==> src/rtl/riscv_pkg.sv <==
// Shared encoding constants for the two-stage pipelined core.
package riscv_pkg;

    localparam logic [2:0] OP_ADD  = 3'b000;
    localparam logic [2:0] OP_SUB  = 3'b001;
    localparam logic [2:0] OP_ADDI = 3'b010;
    localparam logic [2:0] OP_LUI  = 3'b011;
    localparam logic [2:0] OP_AND  = 3'b100;
    localparam logic [2:0] OP_XOR  = 3'b101;
    localparam logic [2:0] OP_BNZ  = 3'b110;
    localparam logic [2:0] OP_HALT = 3'b111;

    // Flags are packed as {N,Z,C,V}
    localparam int FLAG_V = 0;
    localparam int FLAG_C = 1;
    localparam int FLAG_Z = 2;
    localparam int FLAG_N = 3;

    // Instruction field positions (least significant bit of each field)
    localparam int OP_LSB    = 13;
    localparam int RD_LSB    = 10;
    localparam int RS1_LSB   = 7;
    localparam int RS2_LSB   = 0;
    localparam int IMM7_LSB  = 0;
    localparam int IMM10_LSB = 0;

    // Everything except branch and halt produces a register result
    function automatic logic writesReg(input logic [2:0] op);
        return (op != OP_BNZ) && (op != OP_HALT);
    endfunction

endpackage

==> src/rtl/riscv_exec_alu.sv <==
// Combinational execute-stage ALU: result and next flag state for one instruction.
module riscv_exec_alu
    import riscv_pkg::*;
#(
    parameter int L = 16
) (
    input  logic [2:0]   op,
    input  logic [L-1:0] a,
    input  logic [L-1:0] b,
    input  logic [3:0]   flagsIn,
    output logic [L-1:0] result,
    output logic [3:0]   flagsOut
);

    logic [L:0] sum;
    logic [L:0] diff;
    logic       updateNZ;

    assign sum  = {1'b0, a} + {1'b0, b};
    assign diff = {1'b0, a} - {1'b0, b};

    // Select the operation result; flags not touched by the opcode keep their old value
    always_comb begin
        result   = '0;
        flagsOut = flagsIn;
        updateNZ = 1'b0;
        case (op)
            OP_ADD, OP_ADDI: begin
                result           = sum[L-1:0];
                updateNZ         = 1'b1;
                flagsOut[FLAG_C] = sum[L];
                flagsOut[FLAG_V] = (a[L-1] == b[L-1]) && (sum[L-1] != a[L-1]);
            end
            OP_SUB: begin
                result           = diff[L-1:0];
                updateNZ         = 1'b1;
                flagsOut[FLAG_C] = ~diff[L];
                flagsOut[FLAG_V] = (a[L-1] != b[L-1]) && (diff[L-1] != a[L-1]);
            end
            OP_LUI: begin
                result = b;
            end
            OP_AND: begin
                result           = a & b;
                updateNZ         = 1'b1;
                flagsOut[FLAG_C] = 1'b0;
                flagsOut[FLAG_V] = 1'b0;
            end
            OP_XOR: begin
                result           = a ^ b;
                updateNZ         = 1'b1;
                flagsOut[FLAG_C] = 1'b0;
                flagsOut[FLAG_V] = 1'b0;
            end
            default: begin
            end
        endcase
        if (updateNZ) begin
            flagsOut[FLAG_N] = result[L-1];
            flagsOut[FLAG_Z] = (result == '0);
        end
    end

endmodule

==> src/rtl/riscv_pipe_core.sv <==
// Two-stage (Fetch / Execute) pipelined core with handshaked instruction fetch,
// BNZ with one-slot flush, HALT and a retired-instruction counter.
module riscv_pipe_core
    import riscv_pkg::*;
#(
    parameter int L          = 16,
    parameter int A          = 3,
    parameter int CountWidth = 32
) (
    input  logic                  Clk,
    input  logic                  Reset,
    output logic [L-1:0]          IAddr,
    output logic                  IReq,
    input  logic                  IValid,
    input  logic [15:0]           IData,
    output logic [8*L-1:0]        DebugData,
    output logic [3:0]            Flags,
    output logic                  Halted,
    output logic [CountWidth-1:0] RetireCount
);

    localparam int NumRegs = 1 << A;

    if (A != 3) begin : gBadA
        $error("riscv_pipe_core: A must be 3, the encoding has 3-bit register fields");
    end
    if (L < 16) begin : gBadL
        $error("riscv_pipe_core: L must be at least 16");
    end

    logic [L-1:0]          pc;
    logic [15:0]           ir;
    logic [L-1:0]          irPc;
    logic                  irValid;
    logic [3:0]            flags;
    logic                  halted;
    logic [CountWidth-1:0] retireCount;
    logic [L-1:0]          regFile [NumRegs];

    logic [2:0]   op;
    logic [A-1:0] rd;
    logic [A-1:0] rs1;
    logic [A-1:0] rs2;
    logic [6:0]   imm7;
    logic [9:0]   imm10;
    logic [L-1:0] imm7Ext;
    logic [L-1:0] luiImm;
    logic [L-1:0] opB;
    logic [L-1:0] aluResult;
    logic [3:0]   aluFlags;
    logic [L-1:0] branchTarget;
    logic         accept;
    logic         branchTaken;
    logic         haltNow;

    assign op      = ir[OP_LSB +: 3];
    assign rd      = ir[RD_LSB +: A];
    assign rs1     = ir[RS1_LSB +: A];
    assign rs2     = ir[RS2_LSB +: A];
    assign imm7    = ir[IMM7_LSB +: 7];
    assign imm10   = ir[IMM10_LSB +: 10];
    assign imm7Ext = {{(L-7){imm7[6]}}, imm7};
    assign luiImm  = {imm10, {(L-10){1'b0}}};

    // Decode the execute-stage instruction: second operand, branch and halt conditions
    always_comb begin
        opB          = regFile[rs2];
        branchTaken  = 1'b0;
        haltNow      = 1'b0;
        branchTarget = irPc + imm7Ext;
        if (op == OP_ADDI) begin
            opB = imm7Ext;
        end else if (op == OP_LUI) begin
            opB = luiImm;
        end
        if (irValid) begin
            branchTaken = (op == OP_BNZ) && !flags[FLAG_Z];
            haltNow     = (op == OP_HALT);
        end
    end

    riscv_exec_alu #(.L(L)) uAlu (
        .op       (op),
        .a        (regFile[rs1]),
        .b        (opB),
        .flagsIn  (flags),
        .result   (aluResult),
        .flagsOut (aluFlags)
    );

    // Fetch requests run whenever the core is neither in reset nor halted
    always_comb begin
        IReq   = !Reset && !halted;
        accept = IReq && IValid;
    end

    // Pipeline state: commit the executing instruction, then refill or redirect fetch
    always_ff @(posedge Clk) begin
        if (Reset) begin
            pc          <= '0;
            ir          <= '0;
            irPc        <= '0;
            irValid     <= 1'b0;
            flags       <= '0;
            halted      <= 1'b0;
            retireCount <= '0;
            for (int i = 0; i < NumRegs; i++) begin
                regFile[i] <= '0;
            end
        end else if (!halted) begin
            if (irValid) begin
                retireCount <= retireCount + CountWidth'(1);
                flags       <= aluFlags;
                if (writesReg(op) && (rd != '0)) begin
                    regFile[rd] <= aluResult;
                end
            end
            if (haltNow) begin
                halted  <= 1'b1;
                irValid <= 1'b0;
            end else if (branchTaken) begin
                pc      <= branchTarget;
                irValid <= 1'b0;
            end else if (accept) begin
                ir      <= IData;
                irPc    <= pc;
                irValid <= 1'b1;
                pc      <= pc + L'(1);
            end else begin
                irValid <= 1'b0;
            end
        end
    end

    // Expose architectural state, r7 in the top slice down to r0 in the bottom
    always_comb begin
        DebugData = '0;
        for (int i = 0; i < NumRegs; i++) begin
            DebugData[i*L +: L] = regFile[i];
        end
    end

    assign IAddr       = pc;
    assign Flags       = flags;
    assign Halted      = halted;
    assign RetireCount = retireCount;

endmodule

==> config.mk <==
export PLATFORM = sky130hd
export DESIGN_NAME = riscv_pipe_core
export DESIGN_NICKNAME = d
export VERILOG_FILES = /design/src/rtl/riscv_pkg.sv /design/src/rtl/riscv_exec_alu.sv /design/src/rtl/riscv_pipe_core.sv
export SDC_FILE = /design/constraint.sdc
export NUM_CORES = 1
export LEC_CHECK = 0
export ABC_AREA = 1
export CAP_MARGIN = 20
export CORE_ASPECT_RATIO = 1.5
export CORE_UTILIZATION = 35
export CTS_CLUSTER_DIAMETER = 50
export DETAILED_ROUTE_END_ITERATION = 10
export GPL_TIMING_DRIVEN = 0
export SYNTH_ARGS = -nofsm -noshare
export SYNTH_HDL_FRONTEND = slang
export SYNTH_HIERARCHICAL = 1
export SYNTH_SLANG_ARGS = --single-unit
==> constraint.sdc <==
create_clock -name Clk -period 4.5 [get_ports Clk]
set_input_delay 0.9 -clock Clk [delete_from_list [all_inputs] [get_ports Clk]]
set_output_delay 0.9 -clock Clk [all_outputs]
set_load 0.02 [all_outputs]
==> out/qor.yml <==
min_path:
  hp-class: "reg2reg"
  hold_depth: 2
  min-delay-start: "RetireCount[5]"
  hold_end: "RetireCount[5]"
clocking:
  cts_tree: "built"
  path_clk_slew_ns: 0.06
  numCtsBuffers: 26
  clk_latency_ns: 0.58
  clock_sinks: 220
  cts_root_buf: "clkbuf_16"
  post_cts_buffers: 0
  cts_htree_levels: 1
  clockBufferDepth: 3
logic_synthesis:
  synthMostInstantiatedCell: "nand2_1"
  synth_seq_area_share: 0.3891
  ys_ff_latch: 220
  synth_edf_count: 128
  synth_xor_area_frac: 0.008992
  yosysTopAreaCell: "edfxtp_1"
  synth_flop_cell: "edfxtp_1"
  synthCells: 2108
  synth-compound-area-share: 0.1720
  synth_top_area_frac: 0.2631
  synthMuxAreaShare: 0
  synth_top_family_by_area: "simple AND/OR/NAND/NOR gates"
  netlist_top_cells_area: "edfxtp_1 (26%), dfxtp_1 (13%), nand2_1 (11%), nor2_1 (8.4%), o21ai_0 (7.4%)"
  synth_cell_types: 44
  synth_common_cells: "nand2_1 (413), nor2_1 (328), inv_1 (273)"
  synth_fa_ha_area_frac: 0.04693
  async_reset_ff_frac: 0
  synth.avg_cell_area_sq_um: 6.931
  synth-simple-area-share: 0.2788
  yosys_warnings: 6
  netlist_area_sq_um: 14610
worst_setup_path:
  crit_path_end_kind: "register"
  r2r_setup_slack_ns: 0.35
  regToRegEndpoint: "regFile[6][9]"
  cp_max_fo: 10
  critPathBufInv: 6
  ff2ff_path_depth: 21
  slowest_stage: "dfxtp_1"
  worstSetupPathType: "reg2reg"
  crit_path_frequent_cell: "nand2_1"
  worstSetupStartpointType: "register"
  cp_slowest_stage_delay_ns: 0.45
  required_ns: 4.80
  arrival_ns: 4.45
  crit_chain: "clkbuf_2, clkbuf_4, o21ai_0, o211ai_1, o211ai_1, o21ai_0, inv_1, ha_1, buf_6, nand2_1, nand3_1, nand2_1, nand3_1, nand2_1, nand2_1, nand2_1, nor2_1, nor2_2, inv_1, inv_1, nor2_1"
  cp_top_family: "buffers and inverters"
global_route:
  grt_usage: 0.2866
  grt_pass1_wl_um: 91450
  globalRouteOverflowTotal: 0
  grt_max_degree: 17
  grt_antenna_before_repair: 0
  grt_pass1_vias: 15362
route:
  vias_per_cell: 5.363
  first_pass_iters: 7
  drt_wl_total_um: 61500
  drc: 0
  wire_per_inst_um: 21.02
  vias: 15691
  drt_iter0_markers: 1496
  drtAntennaViolNets: 0
power:
  clkPwrFrac: 0.327
  power.switching_mw: 2.754
  p_int_mw: 4.249
  switching_share: 0.3933
  p_seq_frac: 0.333
  p_comb_frac: 0.340
  powerDensity_nw_per_um2: 380.0
  cellLeakagePower_nw: 7.715
  vdd_drop_max_uv: 264.2
finish:
  fin_nets: 2420
  area_delta_synth_final_pct: 26.15
  drive_above_1_share: 0.06757
  final_cell_area_sq_um: 18430
  finish.utilization: 0.4484
  antenna_cells: 0
timing:
  max_slew.worst_pin.slew_ns: 1.009
  fin_hold_ws_ns: 0.5016
  finalSetupViolCount: 0
  hold_viol_final: 0
  fmax_ghz: 0.2411
  maxSlewViolCount: 0
  fin_crit_ns: 4.147
  rsz0062_at_grt: "false"
  max-slew-margin-rel: 0.3258
  min_period_over_period: 0.9216
  clock_skew_ns: 0.04223
floorplan:
  rows: 91
  dieArea_sq_um: 42580
  chipWidth_um: 168.8
  core_region_area_sq_um: 41100
  start_util: 0.3555
  fp.dieH_um: 252.2
  ioPinCount: 201
status:
  status: "completed"
placed_design:
  place_hpwl_um: 48120
  gp_congestion: 0.9632
  port_buffers: 199
  place_area_sq_um: 17370
run:
  cap_violations: 0
## through the flow
step | setup slack [ns] | TNS [ns] | power (mW) | instances
after global routing | 0.009279 | 0 | 7.307 | 2926
after CTS | 0.02090 | 0 | 6.969 | 2927
after detailed placement | -0.4341 | -19.62 | 4.687 | 2881
final | 0.3528 | 0 | 7.003 | 2926
after global placement | -0.3746 | -16.11 | 4.669 | 2880
after floorplan | 1.005 | 0 | 3.814 | 2123
## timing repair
action	CTS	global route
hold buffers	0	0
gates resized for setup	18	66
pin swaps	0	1
setup endpoints to repair	72	65
## worst reg2reg max path: stages, from the launching register on
cell and delay, ns:
dfxtp_1 0.45, clkbuf_2 0.33, clkbuf_4 0.34, o21ai_0 0.12, o211ai_1 0.13, o211ai_1 0.18, o21ai_0 0.22, inv_1 0.12
ha_1 0.32, buf_6 0.15, nand2_1 0.20, nand3_1 0.11, nand2_1 0.18, nand3_1 0.10, nand2_1 0.10, nand2_1 0.05
nand2_1 0.05, nor2_1 0.05, nor2_2 0.20, inv_1 0.06, inv_1 0.33, nor2_1 0.11
## layout by cell type (no fill, tap or decap), types with 6 or more instances in the layout
cell type / instances
o21ai_0: 212
o211ai_1: 43
clkbuf_2: 18
nor3_1: 22
inv_6: 6
nor2_1: 324
xor2_1: 13
conb_1: 16
clkdlybuf4s50_1: 199
o21ai_1: 6
dfxtp_1: 87
a31oi_1: 19
edfxtp_1: 128
nand4_1: 20
nand2_1: 413
ha_1: 50
nand3_1: 154
clkbuf_1: 35
nor2_2: 11
inv_1: 271
a21oi_1: 159
nand2_2: 7
buf_6: 6
buf_2: 14
buf_4: 9
o22ai_1: 12
clkbuf_16: 26
inv_2: 8
## final cells by class
cell class              count  area (sq um)
clock inverters            21         259.0
plain buffers              89         471.7
inverters                 286          1097
clock buffers              27         664.4
repair buffers            200          2007
flip-flops and latches    220          5697
multi-input cells        1525          7536
well taps                 558         698.2
fillers                  4252         22670
## layer usage
layer | vias to the layer above | routed length [um] | track usage | part of all wire
met2 | 735 | 30850 | 0.5156 | 0.50
met3 | 181 | 4457 | 0.03946 | 0.072
li1 | 7446 | - | - | -
met4 | 0 | 4374 | 0.1894 | 0.071
met1 | 7329 | 21820 | 0.3121 | 0.35
met5 | - | 0 | 0 | 0
## state kept, by name, indices dropped and copies added (netlist names), named ones only
name and flops:
IAddr 16, irPc 16, ir 16, Flags 4, regFile 128, irValid 1, Halted 1, RetireCount 32
## worst max path at each step
stage               startpoint  cells past startpoint       endpoint
global placement      register                     23       Flags[2]
detailed placement      ir[13]                     23  regFile[6][9]
global route          register                     24       Flags[2]
floorplan               ir[13]                     26       Flags[2]
finish                register                     21  regFile[6][9]
CTS                     ir[13]                     25       Flags[2]
## power groups by stage
stage	Clock, mW	Sequential [mW]	Combinational, mW
after floorplan	0	2.39	1.42
after global placement	0	2.36	2.31
after detailed placement	0	2.36	2.33
after CTS	2.31	2.32	2.33
after global routing	2.38	2.34	2.59
final	2.29	2.33	2.38
## logic make-up (layout without fill, tap and decap cells)
family / count (synthesis) / count (layout)
flip-flops: 220 / 220
buffers and inverters: 378 / 623
XOR/XNOR: 15 / 15
AO/OA/AOI/OAI: 465 / 465
AND/OR/NAND/NOR: 976 / 976
other: 1 / 16
adder cells (fa/ha/maj): 53 / 53
(Power assumes the default switching activity.)
==> RTL change: new RTL, same flow settings <==
Make the reset (`Reset`) asynchronous in one clocked block.
--- a/src/rtl/riscv_pipe_core.sv
+++ b/src/rtl/riscv_pipe_core.sv
@@ -95,7 +95,7 @@
     end
 
     // Pipeline state: commit the executing instruction, then refill or redirect fetch
-    always_ff @(posedge Clk) begin
+    always_ff @(posedge Clk or posedge Reset) begin
         if (Reset) begin
             pc          <= '0;
             ir          <= '0;
Check against the original RTL: not equivalent (Yosys sat finds a counterexample within 4 cycles, from zero or initial values and one cycle with Reset high; the reset may be asserted at any time).
==> RTL change against the unedited design <==
- via count increased by 2.4%
- synthesized area increased by 0.67%
- sequential cell count decreased by 6
- critical path depth increased by 1
- design area increased by 1.1%
- utilization increased by 0.26 points
- routed wire length increased by 0.81%
- die area increased by 0.66%
- worst setup slack improved by 21 ps
- count of clock-buffer cells in the layout increased by 7
- first-iteration DRC count decreased by 4.1%
- critical path type unchanged
- highest routed layer unchanged
Power is not shown: default switching activity piles up to over one toggle a cycle in this logic, so the estimate is an artifact.
==> RTL change: results (changes against the unedited design) <==
Compound-Gate Fraction of Synth Area = 17.85% (+0.64 points)
EDFF count, synth = 0 (-100%)
Slew Limit Headroom = 45.19% (+13 points)
DR vias/cell = 5.380 (+0.33%)
Synthesis Warnings = 6 (unchanged)
First DRT Iteration DRCs = 1434 (-4.1%)
Share of cells above drive strength 1 = 7.455% (+0.70 points)
Pin count of the biggest net entering global routing = 43 (+26)
Skew final = 32.48 ps (-9.745 ps)
Least-Margin Pin Slew = 819.2 ps (-189.7 ps)
First-pass GRT wire length = 92270 um (+0.90%)
Pre-antenna DRT Iters = 7 (unchanged)
Largest family of logic cells by synthesized area = simple AND/OR/NAND/NOR gates
Initial antenna violation count = 0 (unchanged)
Synth Area in XOR/XNOR = 2.084% (+1.2 points)
Clock slew at reported path FFs = 70 ps
Input/output buffers = 200 (+0.50%)
Synth async-reset ratio = 100.0% (+100 points)
Largest register FFs = 128 (unchanged)
Crit-path slowest cell = dfrtp_1
Most common library cells after synthesis = nand2_1 (557), inv_1 (260), dfrtp_1 (214)
Area after DPL = 0.01753 sq mm (+0.92%)
Routability-driven placement congestion ratio = 0.9994 (+3.8%)
Startpoint types = register
Largest cells by area after synthesis = dfrtp_1 (36%), nand2_1 (14%), inv_1 (6.6%)
Fillcell total = 4286 (+0.80%)
HP Class = register to register
Status = finished clean
Synth Flop Type = dfrtp_1
Sequential share of the synthesized area = 36.41% (-2.5 points)
Core area = 0.04133 sq mm (+0.55%)
WL/cell = 20.76 um (-1.2%)
Hold path start = RetireCount[31]
Vias in the first global route = 15.57k (+1.4%)
FF-to-FF Start = ir[1]
Root Driver = clkbuf_16
Antenna Cells = 0 (unchanged)
Synth Net Count = 2243
Maximum clock path buffer count = 3 (unchanged)
TritonCTS Buffers = 28 (+7.7%)
Hpwl dp = 49530 um (+2.9%)
Overflow after GRT = 0 (unchanged)
Total track usage = 28.69% (about the same)
H-tree levels = 1 (unchanged)
Synth cell types = 45 (+2.3%)
Max incr delay on CP = 420 ps (-30 ps)
Mux share of post-synthesis cell area = 0.3063% (+0.31 points)
Final #Nets = 2478 (+2.4%)
CP max FO = 19 (+9)
Adder-cell share of the synthesized area = 4.662% (-0.031 points)
-- RTL change: cell count changes in the layout (fill, tap and decap cells not counted), moves of 16 or more --
cell      delta
nand2_1    +144
a21oi_1     -37
conb_1      -16
nor2_1     -113
dfxtp_1     -87
dfrtp_1    +212
o21ai_0     -26
o211ai_1    -18
edfxtp_1   -128
clkbuf_1    +17
buf_2       +16
o21ai_1    +110
-- RTL change: final timing paths --
| check | slack [ps] | end | depth (start not counted) |
|---|---|---|---|
| min | 490 | RetireCount[31] | 1 |
| max reg2reg | 370 | Flags[2] | 22 |
| max | 370 | Flags[2] | 22 |
| min reg2reg | 490 | RetireCount[31] | 1 |
| max in group asynchronous | 2760 | DebugData[100] | 5 |
| min in group asynchronous | 690 | RetireCount[11] | 2 |
-- RTL change: kinds of logic (layout without fill, tap and decap cells) --
kind of cell / Yosys count / in the layout
and+or+nand+nor: 987 / 987
buffers and inverters: 383 / 640
DFF: 214 / 214
AOI/OAI and AO/OA: 495 / 495
muxes: 4 / 4
adders and majority gates: 53 / 53
xor gates and xnor gates: 35 / 35
-- RTL change: stage by stage --
| step | utilization (%) | TNS [ps] | cells | worst slack, ps |
|---|---|---|---|---|
| finish | 45.10 | 0 | 2986 | 373.7 |
| global route | 45.10 | 0 | 2986 | 2.065 |
| floorplan | - | 0 | 2171 | 815.8 |
| CTS | 44.87 | 0 | 2986 | 30.09 |
| global placement | 42.13 | -207410 | 2929 | -1003 |
| detailed placement | 42.42 | -57.80 | 2935 | -57.80 |
-- RTL change: cell type report --
class                   count  area share [%]
well taps                 558           3.745
repair buffers            206           11.38
flip-flops and latches    214           28.74
clock buffers              34           4.048
plain buffers             111           2.967
clock inverters            18           1.403
inverters                 271           5.511
multi-input cells        1574           42.20
-- RTL change: what timing repair did --
action / in CTS / in global routing
endpoints found under the hold margin: 0 / 0
resized for setup: 1 / 53
cloned: 0 / 0
setup buffers: 0 / 0
endpoints found under the setup margin: 1 / 60
-- RTL change: critical path, delay by kind of cell (launching register included) --
| family | cells | cell delay (ps) |
|---|---|---|
| flip-flops | 1 | 420 |
| adder cells (fa/ha/maj) | 1 | 290 |
| AND/OR/NAND/NOR | 10 | 1170 |
| buffers and inverters | 5 | 1000 |
| AO/OA/AOI/OAI | 6 | 1160 |
-- RTL change: routing by layer --
metal  global-route usage [%]  wire (um)  up-vias
met5                        0          0        -
met4                    17.63       4022        0
met3                    2.829       3766      191
met2                    52.45      31660      747
met1                    31.72      22550     7604
li1                         -          -     7523
